<file path="config.mk">
export PLATFORM = sky130hd
export DESIGN_NAME = axil_regbank_ctrl_flat
export DESIGN_NICKNAME = d
export VERILOG_FILES = /design/src/rtl/axil_regbank_ctrl_if.sv /design/src/rtl/axil_regbank_ctrl.sv /design/src/flat_wrapper.sv
export SDC_FILE = /design/constraint.sdc
export NUM_CORES = 1
export LEC_CHECK = 0
export BUFFER_PORTS_ARGS = -buffer_cell sky130_fd_sc_hd__buf_2
export CAP_MARGIN = 0
export CORE_MARGIN = 2
export CORE_UTILIZATION = 25
export CTS_BUF_LIST = sky130_fd_sc_hd__clkbuf_8
export CTS_CLUSTER_DIAMETER = 200
export DETAILED_ROUTE_END_ITERATION = 12
export GPL_TIMING_DRIVEN = 0
export HOLD_SLACK_MARGIN = 0.08
export SETUP_SLACK_MARGIN = 0.3
export SYNTH_ARGS = -nofsm -noshare
export SYNTH_HDL_FRONTEND = slang
export SYNTH_SLANG_ARGS = --single-unit
</file>
<file path="constraint.sdc">
create_clock -name clk -period 4.2 [get_ports clk]
set_input_delay 0.84 -clock clk [delete_from_list [all_inputs] [get_ports clk]]
set_output_delay 0.84 -clock clk [all_outputs]
set_load 0.05 [all_outputs]
</file>
<file path="src/rtl/axil_regbank_ctrl_if.sv">
// rtl/axil_regbank_ctrl_if.sv - AXI4-Lite slave bus bundle for the register bank
interface axil_regbank_ctrl_if #(
    parameter int WIDTH = 32
);
    logic               awvalid;
    logic               awready;
    logic [2:0]         awaddr;
    logic               wvalid;
    logic               wready;
    logic [WIDTH-1:0]   wdata;
    logic [WIDTH/8-1:0] wstrb;
    logic               bvalid;
    logic               bready;
    logic [1:0]         bresp;
    logic               arvalid;
    logic               arready;
    logic [2:0]         araddr;
    logic               rvalid;
    logic               rready;
    logic [WIDTH-1:0]   rdata;
    logic [1:0]         rresp;

    modport master (
        output awvalid, awaddr, wvalid, wdata, wstrb, bready, arvalid, araddr, rready,
        input  awready, wready, bvalid, bresp, arready, rvalid, rdata, rresp
    );

    modport slave (
        input  awvalid, awaddr, wvalid, wdata, wstrb, bready, arvalid, araddr, rready,
        output awready, wready, bvalid, bresp, arready, rvalid, rdata, rresp
    );
endinterface

</file>
<file path="src/rtl/axil_regbank_ctrl.sv">
// rtl/axil_regbank_ctrl.sv - AXI4-Lite 8-entry register bank; optional wr_pulse via AXIL_REGBANK_WR_PULSE_EN
module axil_regbank_ctrl #(
    parameter int               WIDTH     = 32,
    parameter logic [7:0]       RO_MASK   = 8'h00,
    parameter logic [WIDTH-1:0] RESET_VAL = '0
) (
    input  logic                 clk,
    input  logic                 rst,
    axil_regbank_ctrl_if.slave   bus,
    output logic [8*WIDTH-1:0]   regs_o
`ifdef AXIL_REGBANK_WR_PULSE_EN
    ,
    output logic [7:0]           wr_pulse
`endif
);
    localparam int NB = WIDTH / 8;

    typedef enum logic {W_COLLECT, W_RESP} wr_state_t;
    typedef enum logic {R_IDLE, R_DATA} rd_state_t;

    wr_state_t        r_wr_state, w_wr_next;
    rd_state_t        r_rd_state, w_rd_next;

    logic             r_aw_held, r_w_held;
    logic [2:0]       r_awaddr;
    logic [WIDTH-1:0] r_wdata;
    logic [NB-1:0]    r_wstrb;
    logic [1:0]       r_bresp;
    logic [WIDTH-1:0] r_rdata;
    logic [WIDTH-1:0] r_regs [8];

    logic             w_awready, w_wready, w_bvalid;
    logic             w_aw_hs, w_w_hs, w_commit;
    logic             w_arready, w_rvalid, w_ar_hs;
    logic [2:0]       w_cm_addr;
    logic [WIDTH-1:0] w_cm_data;
    logic [NB-1:0]    w_cm_strb;
    logic             w_cm_ro;

    // A handshake landing on the commit edge has not been latched yet, so take it straight from the bus.
    assign w_cm_addr = r_aw_held ? r_awaddr : bus.awaddr;
    assign w_cm_data = r_w_held  ? r_wdata  : bus.wdata;
    assign w_cm_strb = r_w_held  ? r_wstrb  : bus.wstrb;
    assign w_cm_ro   = RO_MASK[w_cm_addr];

    assign bus.awready = w_awready;
    assign bus.wready  = w_wready;
    assign bus.bvalid  = w_bvalid;
    assign bus.bresp   = r_bresp;
    assign bus.arready = w_arready;
    assign bus.rvalid  = w_rvalid;
    assign bus.rdata   = r_rdata;
    assign bus.rresp   = 2'b00;

    // Write FSM state register.
    always_ff @(posedge clk) begin
        if (rst) r_wr_state <= W_COLLECT;
        else     r_wr_state <= w_wr_next;
    end

    // Write FSM next state, ready/valid outputs and commit detection.
    always_comb begin
        w_wr_next = r_wr_state;
        w_awready = 1'b0;
        w_wready  = 1'b0;
        w_bvalid  = 1'b0;
        w_aw_hs   = 1'b0;
        w_w_hs    = 1'b0;
        w_commit  = 1'b0;
        case (r_wr_state)
            W_COLLECT: begin
                w_awready = !r_aw_held;
                w_wready  = !r_w_held;
                w_aw_hs   = bus.awvalid && w_awready;
                w_w_hs    = bus.wvalid && w_wready;
                w_commit  = (r_aw_held || w_aw_hs) && (r_w_held || w_w_hs);
                if (w_commit) w_wr_next = W_RESP;
            end
            W_RESP: begin
                w_bvalid = 1'b1;
                if (bus.bready) w_wr_next = W_COLLECT;
            end
            default: w_wr_next = W_COLLECT;
        endcase
    end

    // Address/data capture, byte-strobe commit into the bank and write response.
    always_ff @(posedge clk) begin
        if (rst) begin
            r_aw_held <= 1'b0;
            r_w_held  <= 1'b0;
            r_awaddr  <= '0;
            r_wdata   <= '0;
            r_wstrb   <= '0;
            r_bresp   <= 2'b00;
            for (int i = 0; i < 8; i++) r_regs[i] <= RESET_VAL;
        end else begin
            if (w_aw_hs) begin
                r_aw_held <= 1'b1;
                r_awaddr  <= bus.awaddr;
            end
            if (w_w_hs) begin
                r_w_held <= 1'b1;
                r_wdata  <= bus.wdata;
                r_wstrb  <= bus.wstrb;
            end
            if (w_commit) begin
                r_bresp <= w_cm_ro ? 2'b10 : 2'b00;
                if (!w_cm_ro) begin
                    for (int b = 0; b < NB; b++) begin
                        if (w_cm_strb[b]) r_regs[w_cm_addr][b*8 +: 8] <= w_cm_data[b*8 +: 8];
                    end
                end
            end
            if (w_bvalid && bus.bready) begin
                r_aw_held <= 1'b0;
                r_w_held  <= 1'b0;
            end
        end
    end

    // Read FSM state register.
    always_ff @(posedge clk) begin
        if (rst) r_rd_state <= R_IDLE;
        else     r_rd_state <= w_rd_next;
    end

    // Read FSM next state and ready/valid outputs.
    always_comb begin
        w_rd_next = r_rd_state;
        w_arready = 1'b0;
        w_rvalid  = 1'b0;
        w_ar_hs   = 1'b0;
        case (r_rd_state)
            R_IDLE: begin
                w_arready = 1'b1;
                w_ar_hs   = bus.arvalid;
                if (w_ar_hs) w_rd_next = R_DATA;
            end
            R_DATA: begin
                w_rvalid = 1'b1;
                if (bus.rready) w_rd_next = R_IDLE;
            end
            default: w_rd_next = R_IDLE;
        endcase
    end

    // Read data capture; sees the bank before any write committing on the same edge.
    always_ff @(posedge clk) begin
        if (rst)          r_rdata <= '0;
        else if (w_ar_hs) r_rdata <= r_regs[bus.araddr];
    end

    genvar gi;
    generate
        for (gi = 0; gi < 8; gi++) begin : g_flat
            assign regs_o[gi*WIDTH +: WIDTH] = r_regs[gi];
        end
    endgenerate

`ifdef AXIL_REGBANK_WR_PULSE_EN
    logic [7:0] r_wr_pulse;

    // One-cycle strobe after an OKAY commit that actually touched bytes.
    always_ff @(posedge clk) begin
        if (rst)
            r_wr_pulse <= 8'h00;
        else if (w_commit && !w_cm_ro && (w_cm_strb != '0))
            r_wr_pulse <= 8'h01 << w_cm_addr;
        else
            r_wr_pulse <= 8'h00;
    end

    assign wr_pulse = r_wr_pulse;
`endif
endmodule

</file>
<file path="src/flat_wrapper.sv">
// flat-port wrapper written by rule: the top's interface ports become plain ports
module axil_regbank_ctrl_flat 
#(
    parameter int               WIDTH     = 32,
    parameter logic [7:0]       RO_MASK   = 8'h00,
    parameter logic [WIDTH-1:0] RESET_VAL = '0
)
  (clk, rst, regs_o, bus_awvalid, bus_awaddr, bus_wvalid, bus_wdata, bus_wstrb, bus_bready, bus_arvalid, bus_araddr, bus_rready, bus_awready, bus_wready, bus_bvalid, bus_bresp, bus_arready, bus_rvalid, bus_rdata, bus_rresp);
  axil_regbank_ctrl_if #(.WIDTH(WIDTH)) bus_i ();
  input  logic clk;
  input  logic rst;
  output logic [8*WIDTH-1:0] regs_o;
  input wire logic [$bits(bus_i.awvalid)-1:0] bus_awvalid;
  input wire logic [$bits(bus_i.awaddr)-1:0] bus_awaddr;
  input wire logic [$bits(bus_i.wvalid)-1:0] bus_wvalid;
  input wire logic [$bits(bus_i.wdata)-1:0] bus_wdata;
  input wire logic [$bits(bus_i.wstrb)-1:0] bus_wstrb;
  input wire logic [$bits(bus_i.bready)-1:0] bus_bready;
  input wire logic [$bits(bus_i.arvalid)-1:0] bus_arvalid;
  input wire logic [$bits(bus_i.araddr)-1:0] bus_araddr;
  input wire logic [$bits(bus_i.rready)-1:0] bus_rready;
  output wire logic [$bits(bus_i.awready)-1:0] bus_awready;
  output wire logic [$bits(bus_i.wready)-1:0] bus_wready;
  output wire logic [$bits(bus_i.bvalid)-1:0] bus_bvalid;
  output wire logic [$bits(bus_i.bresp)-1:0] bus_bresp;
  output wire logic [$bits(bus_i.arready)-1:0] bus_arready;
  output wire logic [$bits(bus_i.rvalid)-1:0] bus_rvalid;
  output wire logic [$bits(bus_i.rdata)-1:0] bus_rdata;
  output wire logic [$bits(bus_i.rresp)-1:0] bus_rresp;
  assign bus_i.awvalid = bus_awvalid;
  assign bus_i.awaddr = bus_awaddr;
  assign bus_i.wvalid = bus_wvalid;
  assign bus_i.wdata = bus_wdata;
  assign bus_i.wstrb = bus_wstrb;
  assign bus_i.bready = bus_bready;
  assign bus_i.arvalid = bus_arvalid;
  assign bus_i.araddr = bus_araddr;
  assign bus_i.rready = bus_rready;
  assign bus_awready = bus_i.awready;
  assign bus_wready = bus_i.wready;
  assign bus_bvalid = bus_i.bvalid;
  assign bus_bresp = bus_i.bresp;
  assign bus_arready = bus_i.arready;
  assign bus_rvalid = bus_i.rvalid;
  assign bus_rdata = bus_i.rdata;
  assign bus_rresp = bus_i.rresp;
  axil_regbank_ctrl #(.WIDTH(WIDTH), .RO_MASK(RO_MASK), .RESET_VAL(RESET_VAL)) u_core (.clk(clk), .rst(rst), .bus(bus_i), .regs_o(regs_o));
endmodule
</file>
==> results of run 1 <==
## worst register-to-register path, cell delays in order, from the launching register on
cell       delay [ns]
dfxtp_1          0.30
clkbuf_1         0.32
o22ai_1          0.38
a2111oi_4        1.00
nand2_2          0.42
nand2b_1         0.58
## power groups by stage
| stage | registers, mW | clock network [mW] | logic [mW] |
|---|---|---|---|
| 3_5_place_dp | 3.85 | 0 | 1.38 |
| 5_1_grt | 3.79 | 3.06 | 1.44 |
| 3_3_place_gp | 3.84 | 0 | 1.37 |
| 2_1_floorplan | 4.27 | 0 | 0.471 |
| 4_1_cts | 3.78 | 2.91 | 1.38 |
| 6_report | 3.78 | 2.84 | 1.37 |
## Yosys cell counts
master     count  area share
mux2_2         3      0.0024
o22ai_1        1     0.00044
a21oi_1       71       0.025
nor2b_1        7      0.0031
a2111oi_4      4      0.0077
and2_1         1     0.00044
buf_1          7      0.0018
or2b_1        12      0.0063
nand3b_1       3      0.0016
or3_1          1     0.00044
nor3_1        32       0.011
dfxtp_1       75        0.11
conb_1         1     0.00026
a22oi_1       64       0.034
nor2_1       313       0.082
buf_4          4      0.0021
nand3_1        1     0.00035
nand2_1       82       0.022
inv_1          1     0.00026
nand2b_1      22      0.0096
clkbuf_1      49       0.013
buf_2          7      0.0025
or3b_2         3      0.0018
nand2_2       24       0.011
edfxtp_1     256        0.54
mux2i_1      169        0.12
## routing by layer
| layer | track usage | part of all wire | vias to the layer above |
|---|---|---|---|
| li1 | - | - | 5136 |
| met1 | 0.258 | 0.42 | 5760 |
| met2 | 0.331 | 0.48 | 545 |
| met3 | 0.0491 | 0.080 | 95 |
| met4 | 0.0525 | 0.023 | 12 |
| met5 | 0 | 0.0012 | - |
## layout by cell type (no fill, tap or decap), types with 12 or more instances in the layout
master	netlist	layout
or2b_1	12	12
edfxtp_1	256	256
nand2b_1	22	22
a21oi_1	71	71
nand2_2	24	24
clkbuf_1	49	49
clkbuf_8	0	63
buf_2	7	347
nand2_1	82	82
clkinv_1	0	14
nor2_1	313	313
dfxtp_1	75	75
mux2i_1	169	169
nor3_1	32	32
inv_1	1	19
a22oi_1	64	64
## worst paths after layout
kind,slack [ns],startpoint,depth (start not counted),endpoint
hold reg to reg,0.46,u_core.r_wdata[29],2,u_core.r_wdata[29]
hold / removal,0.44,bus_wdata[31],3,u_core.r_wdata[31]
setup reg to reg,0.85,u_core.r_w_held,5,u_core.r_regs[1][16]
setup / recovery,0.44,u_core.r_w_held,5,bus_wready
## final cells by class
class | count | area, sq um
Fill cell | 5893 | 38400
Buffer | 67 | 275
Inverter | 1 | 3.75
Clock inverter | 44 | 214
Tap cell | 756 | 946
Sequential cell | 331 | 9190
Clock buffer | 63 | 867
Timing Repair Buffer | 340 | 1700
Antenna cell | 5 | 12.5
Multi-Input combinational cell | 817 | 4820
## flip-flops by register name (all words and copies together) (netlist names)
register	flops
u_core.r_wr_state	1
u_core.r_w_held	1
u_core.r_rd_state	1
u_core.r_awaddr	3
u_core.r_wdata	32
u_core.bus.rdata	32
u_core.r_aw_held	1
u_core.r_wstrb	4
u_core.r_regs	256
## stage by stage
stage               setup WS, ns  cell area (sq um)  hold WS (ns)
floorplan                   1.35              14300         0.436
global placement           0.298              16900         0.442
detailed placement         0.269              16900         0.448
CTS                        0.331              18000         0.374
global route               0.307              18000         0.397
finish                     0.439              18000         0.441
## logic make-up (layout without fill, tap and decap cells)
kind of cell / after synthesis / count (layout)
buffers and inverters: 68 / 515
multiplexers: 172 / 172
AO/OA/AOI/OAI: 140 / 140
AND/OR/NAND/NOR: 501 / 501
flip-flops: 331 / 331
other: 1 / 9
==> flow_summary.yaml, run 1 <==
route:
  num_vias: 11500
  drt_first_pass_iters: 5
  routed_wl_um: 60300
  routedWlPerCell_um: 24.9
  vias_per_cell: 4.76
  drc: 0
  drtIter0Drc: 930
  final_antenna_net_count: 0
synthesis:
  syn_area_per_cell_sq_um: 11.8
  synth_compound_area_frac: 0.0667
  synth_top_family_by_area: "simple AND/OR/NAND/NOR gates"
  synth.yosys.seq_area_share: 0.643
  synth-seq-cells: 331
  ys_warn_count: 0
  synthMuxAreaShare: 0.121
  yosys.area_share.adder: 0
  synthCells: 1213
  synthXorXnorAreaFrac: 0
  syn_area_sq_um: 14300
  synth-simple-area-share: 0.149
  synth_cell_types: 26
worst_setup_path:
  worstPathMaxFanout: 10
  max_stage_delay_ns: 0.85
  worst-path-buf-inv: 4
  critPathSlowestCell: "buf_1"
  critical_path_class: "flop to primary output"
  worst_path_most_repeated_cell: "buf_2"
  cp-start-kind: "flop"
  path_cells: "clkbuf_1, buf_2, buf_1, nor2_1, buf_2"
  cp.required_ns: 3.36
  cp_top_family: "buffers and inverters"
  end_kind: "primary output"
  cp_data_arrival_time_ns: 2.92
sta:
  hold_violations: 0
  slew_viol_final: 0
  tightest_slew_ns: 1.40
  max_freq_ghz: 0.266
  grt_setup_unrepaired: "false"
  finalSetupTns_ns: 0
  relSlewSlack: 0.0686
  setup_viol: 0
  finClkSkew_ns: 0.0277
  period_minus_slack_ns: 3.76
  period_share: 0.895
job:
  maxCapViolations: 0
clocking:
  cts_inserted_buffers: 58
  clock_latency_ns: 0.65
  postCtsSetupRepairBufs: 0
  h-tree-depth: 2
  clockBufferDepth: 3
  cts_hold_buf: 0
  path_clk_slew_ns: 0.07
  cts_root_buf: "clkbuf_8"
  cts_tree: "done"
  clock_sinks: 331
  cts_resized: 0
cells_and_area:
  final_cells: 2424
  final_util: 0.320
  final_nets: 1665
  drive_above_1_share: 0.277
  area_growth_pct: 26.3
power_and_ir_drop:
  total_power_mw: 7.99
  pwr-share-comb: 0.171
  p_leak_nw: 7.43
  power_frac_seq: 0.473
  clkPwrFrac: 0.356
  ir_drop_v: 0.000235
  power_switching_mw: 2.58
  p_per_area_nw_per_um2: 443
  switching_share: 0.323
  internal_power_mw: 5.41
place:
  place_hpwl_um: 45200
  dp_cells: 2312
  port_buffers: 340
  globalplace.congestion: 0.810
status:
  status: "complete, no violations"
grt:
  grt.total_usage: 0.199
  grt_max_degree: 16
  grt_pass1_wl_um: 83200
  grt_antenna_before_repair: 8
  grt_pass1_vias: 11700
  grt_remaining_overflow: 0
die:
  die_area_sq_um: 59000
  start_util: 0.253
  rows: 87
  fp.dieW_um: 243
  fp.dieH_um: 243
  pin_count: 346
  coreArea_sq_um: 56400
min_path:
  worstHoldPathType: "input pin to flop"
(Power assumes the default switching activity.)
==> run 2: changes to the inputs <==
Settings changed: ABC_AREA set to 1.
==> run 2 against run 1 <==
Total power grew 4.3%. Die area is 7.9% higher. Largest cell class unchanged. Highest routed layer unchanged. Global-route usage grew 0.78 points. Clock-buffer cell count unchanged. Critical endpoint is now u_core.r_regs[7][8]. Critical path type is now input pin to flop.
==> flow_summary.yaml, run 2 <==
status:
  status: "complete, no violations"
cells_and_area:
  drive_above_1_share: 0.216
  layout_commonest_cell: "buf_2"
  area_growth_pct: 24.7
  largest_reg_flops: 256
  layout_common_cells: "buf_2, nand2_1, nor2_1"
  final_nets: 2198
  regMostFlops: "u_core.r_regs"
  fill_cells: 6509
die:
  pin_count: 346
  fp.dieW_um: 252
  rows: 91
  die_area_sq_um: 63700
  start_util: 0.251
  coreArea_sq_um: 61400
  fp.dieH_um: 252
sta:
  period_minus_slack_ns: 3.02
  finClkSkew_ns: 0.0237
  setup_viol: 0
  fin_hold_ws_ns: 0.459
  slew_viol_final: 0
  grt_setup_unrepaired: "false"
  max_freq_ghz: 0.331
  tightest_slew_ns: 1.22
  period_share: 0.719
  hold_violations: 0
  finalSetupTns_ns: 0
  relSlewSlack: 0.163
route:
  routed_wl_um: 67800
  vias_per_cell: 4.59
  final_antenna_net_count: 0
  num_vias: 13700
  drc: 0
  drtIter0Drc: 1153
  drt_first_pass_iters: 5
  routedWlPerCell_um: 22.7
place:
  globalplace.congestion: 0.869
  place_hpwl_um: 51600
  port_buffers: 340
grt:
  grt_pass1_vias: 13200
  grt.total_usage: 0.207
  grt_remaining_overflow: 0
  grt_pass1_wl_um: 93000
  grt_antenna_before_repair: 4
  grt_max_degree: 15
worst_setup_path:
  reg2reg_depth: 5
  cp.required_ns: 4.42
  worstPathMaxFanout: 10
  cp_data_arrival_time_ns: 3.24
  end_kind: "flop"
  critical_path_class: "input pin to flop"
  cp-start-kind: "input pin"
synthesis:
  synth_flop_cell: "edfxtp_1"
  synth-seq-cells: 331
  syn_area_sq_um: 15400
  yosys.area.top_type: "edfxtp_1"
  synth.yosys.seq_area_share: 0.595
  synth_edf_count: 256
  synthArstFlopShare: 0
  synth_cell_types: 26
  ys_warn_count: 0
  synthCells: 1746
  yosysMostFrequentCell: "nand2_1"
  syn_area_per_cell_sq_um: 8.84
  yosys-top-cells-area: "edfxtp_1, dfxtp_1, nand2_1"
  yosys.area.top_type_share: 0.498
  synthTopCellsByCount: "nand2_1, nor2_1, inv_1"
clocking:
  clock_latency_ns: 0.64
  cts_resized: 0
  cts_inserted_buffers: 58
  clockBufferDepth: 3
  postCtsSetupRepairBufs: 0
  clock_sinks: 331
  cts_tree: "done"
  path_clk_slew_ns: 0.06
  h-tree-depth: 2
  cts_root_buf: "clkbuf_8"
  cts_hold_buf: 0
power_and_ir_drop:
  ir_drop_v: 0.000199
  p_leak_nw: 9.24
  p_per_area_nw_per_um2: 433
min_path:
  holdPathStages: 2
  worstHoldPathType: "flop to flop"
job:
  maxCapViolations: 0
## run 2: worst max-delay path, stage by stage
cell	delay [ns]
buf_2	0.10
inv_1	0.32
clkbuf_1	0.52
clkbuf_1	0.85
nand2_1	0.59
## run 2: report_power, final
group / switching, mW / leakage [nW] / internal (mW)
Clock: 1.43 / 0.592 / 1.50
Combinational: 1.27 / 5.38 / 0.304
Sequential: 0.126 / 3.27 / 3.70
Total: 2.82 / 9.24 / 5.51
## run 2: kinds of logic after synthesis
group | share of synthesized area
compound gates | 0.0426
buf+inv | 0.0881
flops | 0.595
mux | 0.0195
other cells | 0.000243
simple gates | 0.254
## run 2: through the flow
stage	power, mW	setup slack [ns]	instance area (sq um)	std cells	utilization
after detailed placement	5.48	0.406	18100	2879	0.296
after floorplan	4.91	1.87	15400	1749	-
final	8.33	1.18	19300	2991	0.314
after CTS	8.39	1.10	19200	2988	0.314
after global routing	8.63	1.03	19200	2990	0.314
after global placement	5.47	0.399	18100	2879	0.296
## run 2: path summary, 6_finish.rpt
kind,from,to,slack (ns)
max,rst,u_core.r_regs[7][8],1.18
min,u_core.r_wdata[7],u_core.r_wdata[7],0.46
max reg2reg,u_core.r_aw_held,u_core.r_regs[1][21],1.46
min reg2reg,u_core.r_wdata[7],u_core.r_wdata[7],0.46
## run 2: area by class of cell
class / count / area, sq um / share of cell area
clock buffer: 63 / 867 / 0.0450
sequential: 331 / 9190 / 0.477
timing repair buffer: 340 / 1700 / 0.0884
inverter: 275 / 1030 / 0.0536
clock inverter: 46 / 243 / 0.0126
tap: 790 / 988 / 0.0513
multi-input combinational: 1061 / 4900 / 0.254
antenna: 3 / 7.51 / 0.000390
buffer: 82 / 328 / 0.0170
## run 2: routing by layer
layer  up-vias  global-route usage  routed length (um)  part of all wire
met4         2              0.0617                1710             0.025
li1       6363                   -                   -                 -
met3        93              0.0446                5770             0.085
met2       639               0.353               32800              0.48
met5         -                   0                  13           0.00019
met1      6617               0.261               27500              0.41
==> run 3: changes to the inputs <==
Clock period 4.2 ns to 3 ns, I/O delays scaled along.
==> run 3 against run 2 <==
Setup slack worse by 0.80 ns. Die area stayed put. Clock power is 40% higher. Global-route usage hardly changed. Via count hardly changed. Utilization is 0.084 points higher. Critical endpoint is now u_core.r_regs[3][25]. Critical path depth is 1 lower. Clock-buffer cell count stayed put. Combinational power is 41% higher. Sequential power is 40% higher. Sequential cell count stayed put.
==> flow_summary.yaml, run 3 (same netlist as run 2, synthesis figures left out) <==
worst_setup_path:
  worst-path-buf-inv: 2
  path_cells: "buf_2, buf_1, mux2i_1, nor2_1"
  max_stage_delay_ns: 1.01
  cp_top_family: "multiplexers"
  r2r_setup_slack_ns: 0.38
  cp-start-kind: "flop"
  worstPathMaxFanout: 10
  critical_path_class: "flop to flop"
  cp.required_ns: 3.34
  cp_data_arrival_time_ns: 2.96
  end_kind: "flop"
  critPathSlowestCell: "mux2i_1"
grt:
  grt_max_degree: 15
  grt.total_usage: 0.207
  grt_remaining_overflow: 0
  grt_antenna_before_repair: 4
  grt_pass1_wl_um: 93000
  grt_pass1_vias: 13200
clocking:
  path_clk_slew_ns: 0.06
  cts_tree: "done"
  clock_sinks: 331
  cts_root_buf: "clkbuf_8"
  cts_hold_buf: 0
  clock_latency_ns: 0.64
  cts_inserted_buffers: 58
  h-tree-depth: 2
  clockBufferDepth: 3
job:
  maxCapViolations: 0
cells_and_area:
  area_growth_pct: 25.1
  final_cells: 2992
  final_util: 0.315
  final_nets: 2200
  fill_cells: 6513
  drive_above_1_share: 0.218
  regMostFlops: "u_core.r_regs"
  largest_reg_flops: 256
  layout_commonest_cell: "buf_2"
  layout_common_cells: "buf_2, nand2_1, nor2_1"
route:
  final_antenna_net_count: 0
  routed_wl_um: 67600
  drt_first_pass_iters: 5
  num_vias: 13700
  routedWlPerCell_um: 22.6
  drc: 0
  vias_per_cell: 4.58
  drtIter0Drc: 1178
min_path:
  worstHoldPathType: "input pin to flop"
die:
  pin_count: 346
  fp.dieW_um: 252
  die_area_sq_um: 63700
  rows: 91
  fp.dieH_um: 252
  coreArea_sq_um: 61400
  start_util: 0.251
status:
  status: "complete, no violations"
sta:
  hold_violations: 0
  max_freq_ghz: 0.382
  setup_viol: 0
  tightest_slew_ns: 1.27
  slew_viol_final: 0
  timing.final.ws_setup_ns: 0.382
  grt_setup_unrepaired: "true"
  period_share: 0.873
  period_minus_slack_ns: 2.62
  finClkSkew_ns: 0.0228
  relSlewSlack: 0.131
place:
  globalplace.congestion: 0.869
  dp_cells: 2879
  port_buffers: 340
  place_hpwl_um: 51600
  pre_cts_slack_ns: -0.554
power_and_ir_drop:
  p_leak_nw: 9.26
  ir_drop_v: 0.000278
  internal_power_mw: 7.72
  power_switching_mw: 3.96
  total_power_mw: 11.7
  pwr-share-comb: 0.190
  p_per_area_nw_per_um2: 605
  switching_share: 0.339
  power_frac_seq: 0.459
  clkPwrFrac: 0.351
==> run 3: cell type report <==
class                           instances  area (sq um)  area share
Sequential cell                       331          9190       0.476
Tap cell                              790           988      0.0512
Inverter                              275          1030      0.0535
Timing Repair Buffer                  342          1730      0.0896
Clock buffer                           63           867      0.0449
Antenna cell                            2          5.00    0.000259
Multi-Input combinational cell       1061          4920       0.255
Buffer                                 82           330      0.0171
Clock inverter                         46           243      0.0126
==> run 3: worst min-delay path: cells and delay by family <==
kind	cells	cell delay, ns
buffers and inverters	1	0.08
and+or+nand+nor	1	0.08
AOI/OAI and AO/OA	1	0.07
==> run 3: final timing paths <==
check                                       start                   end  depth (start not counted)
worst min-delay path                bus_wdata[23]    u_core.r_wdata[23]                          3
worst min register to register  u_core.r_wdata[7]     u_core.r_wdata[7]                          2
worst max-delay path              u_core.r_w_held  u_core.r_regs[3][25]                          4
worst max register to register    u_core.r_w_held  u_core.r_regs[3][25]                          4
==> run 3: repair_timing <==
action                     in CTS  in global routing
gates resized for setup         5                  3
setup buffers                   2                  0
pin swaps                       1                  0
setup endpoints to repair      96                 60
==> run 3: through the flow <==
stage	hold slack, ns	setup TNS [ns]	instance area [sq um]
after global placement	0.440	-68.51	18100
after global routing	0.199	0	19300
final	0.228	0	19300
after floorplan	0.429	0	15400
after detailed placement	0.449	-73.07	18100
after CTS	0.171	0	19300
==> run 3: metal layers <==
metal,part of all wire,GRT usage
met1,0.40,0.260
met2,0.48,0.352
met3,0.087,0.0458
met4,0.027,0.0634
met5,0.00019,0
==> run 3: power groups by stage <==
stage,Clock [mW],Sequential (mW),Combinational (mW)
2_1_floorplan,0,6.04,0.823
3_3_place_gp,0,5.45,2.21
3_5_place_dp,0,5.45,2.22
4_1_cts,4.16,5.36,2.24
5_1_grt,4.34,5.38,2.37
6_report,4.10,5.36,2.22
